File: config.mk
export PLATFORM = sky130hd
export DESIGN_NAME = clkdiv_cfg_ctrl
export DESIGN_NICKNAME = d
export VERILOG_FILES = /design/src/rtl/clkdiv_cfg_ctrl.sv
export SDC_FILE = /design/constraint.sdc
export NUM_CORES = 1
export LEC_CHECK = 0
export BUFFER_PORTS_ARGS = -buffer_cell sky130_fd_sc_hd__buf_4
export CORE_MARGIN = 3
export CORE_UTILIZATION = 45
export DETAILED_ROUTE_END_ITERATION = 10
export PLACE_DENSITY = 0.73
export RECOVER_POWER = 25
export REMOVE_ABC_BUFFERS = 1
export SYNTH_ARGS = -nofsm -noshare
export SYNTH_HDL_FRONTEND = slang
export SYNTH_SLANG_ARGS = --single-unit
File: constraint.sdc
create_clock -name clk_i -period 2.8 [get_ports clk_i]
set_clock_uncertainty 0.2 [all_clocks]
set_input_delay 0.14 -clock clk_i [delete_from_list [all_inputs] [get_ports clk_i]]
set_output_delay 0.14 -clock clk_i [all_outputs]
set_load 0.01 [all_outputs]
File: src/rtl/clkdiv_cfg_ctrl.sv
// clkdiv_cfg_ctrl: configuration sequencer for the RX clock divider.
// A new prescale is decoded into a divide ratio. The divider is stopped only
// while the receiver is idle. The ratio is swapped after a settle period, and
// the divider is then re-enabled, so the divided clock never glitches mid-frame.
module clkdiv_cfg_ctrl #(
    parameter int SETTLE_CYCLES = 4,
    parameter int CNT_WIDTH     = 3
) (
    input  logic       clk_i,
    input  logic       rst_ni,
    input  logic       cfg_valid_i,
    input  logic [5:0] cfg_prescale_i,
    output logic       cfg_ready_o,
    output logic       cfg_done_o,
    output logic       cfg_err_o,
    input  logic       rx_busy_i,
    output logic       div_en_o,
    output logic [3:0] div_ratio_o,
    output logic [5:0] cur_prescale_o
);

    typedef enum logic [1:0] {
        S_IDLE      = 2'd0,
        S_WAIT_IDLE = 2'd1,
        S_GATE      = 2'd2,
        S_LOAD      = 2'd3
    } state_t;

    localparam logic [CNT_WIDTH-1:0] CNT_LAST = CNT_WIDTH'(SETTLE_CYCLES - 1);
    localparam logic [CNT_WIDTH-1:0] CNT_ONE  = CNT_WIDTH'(1);

    // Prescale to divide ratio; zero marks an illegal prescale (no fallback).
    function automatic logic [3:0] decode_ratio(input logic [5:0] prescale);
        logic [3:0] ratio;
        case (prescale)
            6'd32:   ratio = 4'd1;
            6'd16:   ratio = 4'd2;
            6'd8:    ratio = 4'd4;
            6'd4:    ratio = 4'd8;
            default: ratio = 4'd0;
        endcase
        return ratio;
    endfunction

    state_t                 state_q;
    logic                   ready_q;
    logic                   done_q;
    logic                   err_q;
    logic                   en_q;
    logic [3:0]             ratio_q;
    logic [5:0]             cur_prescale_q;
    logic [CNT_WIDTH-1:0]   cnt_q;
    logic [3:0]             pend_ratio_q;
    logic [5:0]             pend_prescale_q;
    logic [3:0]             req_ratio_d;

    // Decode the incoming request combinationally, ahead of the accept edge.
    always_comb begin
        req_ratio_d = decode_ratio(cfg_prescale_i);
    end

    // Sequencer FSM; every output is a register written here.
    always_ff @(posedge clk_i or negedge rst_ni) begin
        if (!rst_ni) begin
            state_q         <= S_IDLE;
            ready_q         <= 1'b1;
            done_q          <= 1'b0;
            err_q           <= 1'b0;
            en_q            <= 1'b1;
            ratio_q         <= 4'd1;
            cur_prescale_q  <= 6'd32;
            cnt_q           <= '0;
            pend_ratio_q    <= 4'd0;
            pend_prescale_q <= 6'd0;
        end else begin
            // Completion and error flags are single-cycle pulses.
            done_q <= 1'b0;
            err_q  <= 1'b0;
            case (state_q)
                S_IDLE: begin
                    if (cfg_valid_i) begin
                        if (req_ratio_d == 4'd0) begin
                            err_q <= 1'b1;
                        end else if (req_ratio_d == ratio_q) begin
                            // Nothing to change: acknowledge without gating.
                            done_q <= 1'b1;
                        end else begin
                            pend_ratio_q    <= req_ratio_d;
                            pend_prescale_q <= cfg_prescale_i;
                            ready_q         <= 1'b0;
                            state_q         <= S_WAIT_IDLE;
                        end
                    end
                end
                S_WAIT_IDLE: begin
                    // Never stop the divider while a frame is being received.
                    if (!rx_busy_i) begin
                        en_q    <= 1'b0;
                        cnt_q   <= '0;
                        state_q <= S_GATE;
                    end
                end
                S_GATE: begin
                    if (cnt_q == CNT_LAST) begin
                        ratio_q        <= pend_ratio_q;
                        cur_prescale_q <= pend_prescale_q;
                        state_q        <= S_LOAD;
                    end else begin
                        cnt_q <= cnt_q + CNT_ONE;
                    end
                end
                S_LOAD: begin
                    // New ratio has been stable for a cycle; restart the divider.
                    en_q    <= 1'b1;
                    done_q  <= 1'b1;
                    ready_q <= 1'b1;
                    state_q <= S_IDLE;
                end
                default: begin
                    state_q <= S_IDLE;
                end
            endcase
        end
    end

    assign cfg_ready_o    = ready_q;
    assign cfg_done_o     = done_q;
    assign cfg_err_o      = err_q;
    assign div_en_o       = en_q;
    assign div_ratio_o    = ratio_q;
    assign cur_prescale_o = cur_prescale_q;

endmodule

==> results of run 1 <==
==> Yosys cell counts, types with 3 or more instances <==
cell type   n
inv_1       7
ha_1        7
o21ai_0     5
clkbuf_1    4
mux2_2     16
dfrtp_1    25
nor2_1     15
nand2_1    11
dfstp_2     4
a21oi_1     3
nand3_1     4
==> metrics by stage <==
| stage | utilization, % | hold WS, ns | std cells |
|---|---|---|---|
| after detailed placement | 55.4 | -0.114 | 204 |
| final | 60.0 | 0.139 | 221 |
| after floorplan | - | -0.356 | 137 |
| after global placement | 55.4 | -0.120 | 204 |
| after CTS | 59.5 | 0.0655 | 220 |
| after global routing | 60.0 | 0.184 | 221 |
==> state kept, by name, indices dropped and copies added, names as in the netlist <==
name	cells
cur_prescale_o	6
pend_prescale_q	6
div_ratio_o	4
pend_ratio_q	4
cnt_q	3
state_q	2
cfg_done_o	1
cfg_err_o	1
cfg_ready_o	1
div_en_o	1
==> how the worst max path moves through the flow <==
stage | from | to | slack, ns
6_report | cfg_prescale_i[5] | pend_ratio_q[1]$_DFFE_PN0P_ | 0.15
4_1_cts | cfg_prescale_i[3] | pend_ratio_q[1]$_DFFE_PN0P_ | 0.02
5_1_grt | cfg_prescale_i[3] | pend_ratio_q[0]$_DFFE_PN0P_ | 0.08
3_3_place_gp | cfg_prescale_i[1] | pend_prescale_q[4]$_DFFE_PN0P_ | 0.24
2_1_floorplan | cfg_prescale_i[1] | pend_prescale_q[2]$_DFFE_PN0P_ | 0.55
3_5_place_dp | cfg_prescale_i[1] | pend_ratio_q[1]$_DFFE_PN0P_ | 0.13
==> what timing repair did <==
item,4_1_cts,5_1_grt
endpoints found under the hold margin,36,0
endpoints found under the setup margin,0,7
hold buffers,8,0
buffers inserted,0,1
==> cell type report <==
type                       count  share of cell area [%]
sequential                    29                    38.3
timing repair buffer          32                    14.1
clock inverter                 2                   0.525
clock buffer                   6                    2.17
inverter                       7                    1.38
tap                           44                    2.89
multi-input combinational    101                    40.6
==> per-layer routing <==
layer | vias to the layer above | wire length (µm)
li1 | 577 | -
met1 | 583 | 1270
met2 | 34 | 1580
met3 | 7 | 153
met4 | 0 | 61
met5 | - | 0
==> critical path: cells and delay by family <==
kind                   cells  cell delay, ns
AOI/OAI and AO/OA          2            0.58
buffers and inverters      3            0.87
muxes                      1            0.33
and+or+nand+nor            2            0.73
==> where the power goes <==
part | internal [W] | total [W] | leakage [nW] | switching (W)
Sequential | 0.000537 | 0.000614 | 0.374 | 0.0000774
Clock | 0.0000954 | 0.000238 | 0.0320 | 0.000143
Combinational | 0.000271 | 0.000617 | 0.488 | 0.000346
Total | 0.000903 | 0.00147 | 0.894 | 0.000566
==> kinds of logic (layout without fill, tap and decap cells) <==
logic type               Yosys count  after routing  synth area share (%)
XOR/XNOR                           1              1                 0.562
flip-flops                        29             29                  46.9
adder cells (fa/ha/maj)            7              7                  5.62
buffers and inverters             12             47                  3.37
multiplexers                      18             18                  12.9
AND/OR/NAND/NOR                   51             51                  18.5
AO/OA/AOI/OAI                     24             24                  12.2
==> results.toml, run 1 <==
[timing]
tightestPinTransition_ns = 1.52
tns_ns = 0
period_share_pct = 94.8
fin_ws_ns = 0.145
max_freq_ghz = 0.377
maxSlewViolCount = 30
finalCriticalPeriod_ns = 2.65
hold_viol_final = 0
setup_viol = 0
rsz0062_at_grt = "no"
slew_headroom_pct = -1.57

[clock_tree]
clkTransAtPathRegs_ns = 0.10
cts_tree = "done"
clock_latency_ns = 0.32
cts_root_buf = "clkbuf_4"
htree_levels = 2
cts.sinks = 29
numCtsBuffers = 5
cts_buffer_depth = 2
post_cts_resized = 0

[setup_path]
worstRegToRegCells = 6
arrival_ns = 2.66
r2r-start = "div_ratio_o[0]$_DFFE_PN1P_"
regToRegEndpoint = "pend_ratio_q[1]$_DFFE_PN0P_"
slowest_stage = "dlygate4sd3_1"
start_kind = "primary input"
reg2reg_slack_ns = 0.50
worst_ep_required_time_ns = 2.81
path_cells = "dlygate4sd3_1 -> buf_4 -> or4_4 -> o31ai_2 -> nand3_2 -> a211oi_4 -> buf_12 -> mux2_2"
cp_slowest_stage_delay_ns = 0.54
crit_fanout = 11
endpoint_kind = "flop"
path_class = "primary input to flop"

[placed_design]
gp_congestion = 0.815
portBuffers = 23
post_dp_cell_area_um2 = 1760
place_hpwl_um = 2140
pre_cts_ws_ns = 0.126

[global_routing]
grt_usage_pct = 16.3
antenna_found_initial = 0
grt-busiest-layer = "met2"
use_met3_pct = 5.37
grt_pass1_wl_um = 5240
overflow = 0
grt_use_met2_pct = 29.2
grt_max_degree = 30
grt_pass1_vias = 1214
grtUsageMet1_pct = 17.5

[floorplan]
rows = 20
start_util_pct = 49.0
chipHeight_um = 64.8
ios = 24
fp.dieW_um = 64.8
die_area_um2 = 4200
coreArea_um2 = 3180

[logic_synthesis]
synth-seq-cells = 29
syn_area_um2 = 1560
ys_seq_area_share_pct = 46.9
synth_edf_count = 0
synth_area_leader_cell = "dfrtp_1"
yosysWarnings = 0
synthCells = 142
synth_top_area_share_pct = 40.2
synth_ff_type = "dfrtp_1"
async_flop_share_pct = 100
synth.distinct_cells = 44
synth.avg_cell_area_um2 = 11.0
synth.area.top_cells = "dfrtp_1 (40%), mux2_2 (12%), dfstp_2 (6.7%)"

[final_layout]
final_area_um2 = 1910
final_nets = 193
drive_above_1_share_pct = 32.8
syn2layout_area_growth_pct = 22.4
mostFrequentLayoutCells = "dfrtp_1 (25), buf_4 (22), mux2_2 (16), nor2_1 (15), nand2_1 (11)"
fill_cells = 266
seqCellArea_um2 = 731
multi_input_area_um2 = 774
final_common_cell = "dfrtp_1"
n_antenna_cell = 0

[status]
status = "complete, but fails checks"
violations = "max-capacitance violations, max-slew violations"

[routing]
drcViolationCount = 0
first_iter_violations = 84
vias_per_cell = 5.43
routedWlPerCell_um = 13.9
wirelength_um = 3060
ant_nets = 0
num_vias = 1201
dr.pass1.iters = 4

[power_and_ir_drop]
ir_worst_vdd_mv = 0.395
leakage_nw = 0.894
totalPowerFinal_w = 0.00147
power_density_nw_per_um2 = 771

[worst_hold_path]
hold_depth = 6
hp-start = "cfg_prescale_i[0]"
hold_class = "primary input to flop"
holdPathEnd = "cfg_done_o$_DFF_PN0_"

[run]
max_cap_viol_count = 1
No activity file was read; power rests on OpenSTA's default activity.
==> run 2, diff against run 1 <==
Settings changed: CORE_ASPECT_RATIO from default to 2, CORE_MARGIN 3 to default.
==> run 2 against run 1 <==
Net effect: the run ends with design-rule violations, max-capacitance violations, max-slew violations left; total power grew 6.6%; design area grew 0.98%; global-route usage grew 3.8 points; sequential cell count is the same; largest cell class unchanged.
==> results.toml, run 2 (synthesis results as in run 1) <==
[timing]
maxSlewViolCount = 30
rsz0062_at_grt = "no"
tightestPinTransition_ns = 1.58
slew_headroom_pct = -5.52
hold_viol_final = 0
max_freq_ghz = 0.389
finalCriticalPeriod_ns = 2.57
period_share_pct = 91.8
tns_ns = 0
fin_ws_ns = 0.229
setup_viol = 0

[power_and_ir_drop]
p_int_w = 0.000978
leakage_nw = 0.909
p_seq_share_pct = 39.4
ir_worst_vdd_mv = 0.510
p_comb_share_pct = 39.3
p_clk_share_pct = 21.3
power.switching_w = 0.000588
power_density_nw_per_um2 = 813
p_sw_share_pct = 37.5

[clock_tree]
clock_latency_ns = 0.29
cts_buffer_depth = 2
cts_tree = "done"
cts.sinks = 29
cts_root_buf = "clkbuf_8"
clkTransAtPathRegs_ns = 0.07
htree_levels = 2
post_cts_resized = 0
numCtsBuffers = 5

[global_routing]
grt_pass1_vias = 1246
overflow = 0
grt_pass1_wl_um = 5600
grt_usage_pct = 20.1
grt_max_degree = 30
antenna_found_initial = 0

[routing]
wirelength_um = 3190
ant_nets = 0
dr.pass1.iters = 7
first_iter_violations = 17
num_vias = 1191
drcViolationCount = 2
vias_per_cell = 5.73
routedWlPerCell_um = 15.3

[placed_design]
gp_congestion = 0.812
place_hpwl_um = 2350
portBuffers = 23
pre_cts_ws_ns = 0.205

[setup_path]
worst_ep_required_time_ns = 2.77
r2r-start = "div_ratio_o[0]$_DFFE_PN1P_"
crit_fanout = 10
start_kind = "primary input"
arrival_ns = 2.54
path_class = "primary input to flop"
endpoint_kind = "flop"
crit_start = "cfg_prescale_i[2]"

[final_layout]
fin_util_pct = 59.6
fill_cells = 272
n_antenna_cell = 0
syn2layout_area_growth_pct = 23.6
drive_above_1_share_pct = 33.3
mostFrequentLayoutCells = "dfrtp_1 (25), buf_4 (22), mux2_2 (16), nor2_1 (15), nand2_1 (11)"
final_nets = 193
final_common_cell = "dfrtp_1"

[run]
max_cap_viol_count = 1

[floorplan]
start_util_pct = 48.2
die_area_um2 = 3720
ios = 24
chipHeight_um = 85.2
fp.dieW_um = 43.6
rows = 29
coreArea_um2 = 3230

[worst_hold_path]
hp-start = "rx_busy_i"
hold_class = "primary input to flop"

[status]
status = "complete, but fails checks"
violations = "design-rule violations, max-capacitance violations, max-slew violations"
-- run 2: per-layer routing --
| layer | share of wire (%) | GRT usage (%) |
|---|---|---|
| met1 | 39 | 22.3 |
| met5 | 0 | 0 |
| met2 | 55 | 35.7 |
| met4 | 1.8 | 8.52 |
| met3 | 3.5 | 3.83 |
-- run 2: per-stage QoR --
stage | hold WS (ns) | area [µm²] | cells | total power, W
finish | 0.00458 | 1930 | 208 | 0.00157
global route | 0.0601 | 1930 | 208 | 0.00169
CTS | 0.00289 | 1910 | 207 | 0.00158
detailed placement | -0.117 | 1740 | 191 | 0.00123
global placement | -0.128 | 1740 | 191 | 0.00118
floorplan | -0.356 | 1530 | 137 | 0.00102
-- run 2: critical path: stages --
cell and delay, ns:
dlygate4sd3_1 0.54, buf_4 0.16, or4_4 0.43, o31ai_1 0.24
nand2_1 0.24, a211oi_4 0.30, buf_12 0.17, mux2_2 0.33
-- run 2: final timing paths --
check	to	slack, ns	depth (start not counted)
setup / recovery	pend_prescale_q[3]$_DFFE_PN0P_	0.23	8
hold / removal	div_en_o$_DFFE_PN1P_	0.005	4
setup reg to reg	pend_prescale_q[3]$_DFFE_PN0P_	0.53	6
hold reg to reg	pend_ratio_q[1]$_DFFE_PN0P_	0.31	1
max in group asynchronous	cnt_q[2]$_DFFE_PN0P_	0.89	2
min in group asynchronous	pend_prescale_q[5]$_DFFE_PN0P_	0.59	2
-- run 2: power by group through the flow --
stage / combinational, W / sequential (W) / clock [W]
after floorplan: 0.000400 / 0.000624 / 0
after global placement: 0.000568 / 0.000617 / 0
after detailed placement: 0.000602 / 0.000626 / 0
after CTS: 0.000614 / 0.000618 / 0.000343
after global routing: 0.000692 / 0.000631 / 0.000366
final: 0.000615 / 0.000617 / 0.000333
-- run 2: final cells by class --
class | instances | area, µm² | area share (%)
clock buffers | 5 | 68.8 | 3.57
clock inverters | 3 | 17.5 | 0.910
inverters | 7 | 26.3 | 1.36
multi-input cells | 101 | 774 | 40.2
flip-flops and latches | 29 | 731 | 37.9
well taps | 31 | 38.8 | 2.01
repair buffers | 32 | 269 | 14.0
-- run 2: timing repair --
| action | CTS | global route |
|---|---|---|
| hold endpoints to repair | 34 | 0 |
| hold buffers | 8 | 0 |
| endpoints found under the setup margin | 0 | 7 |
| buffers inserted | 0 | 1 |
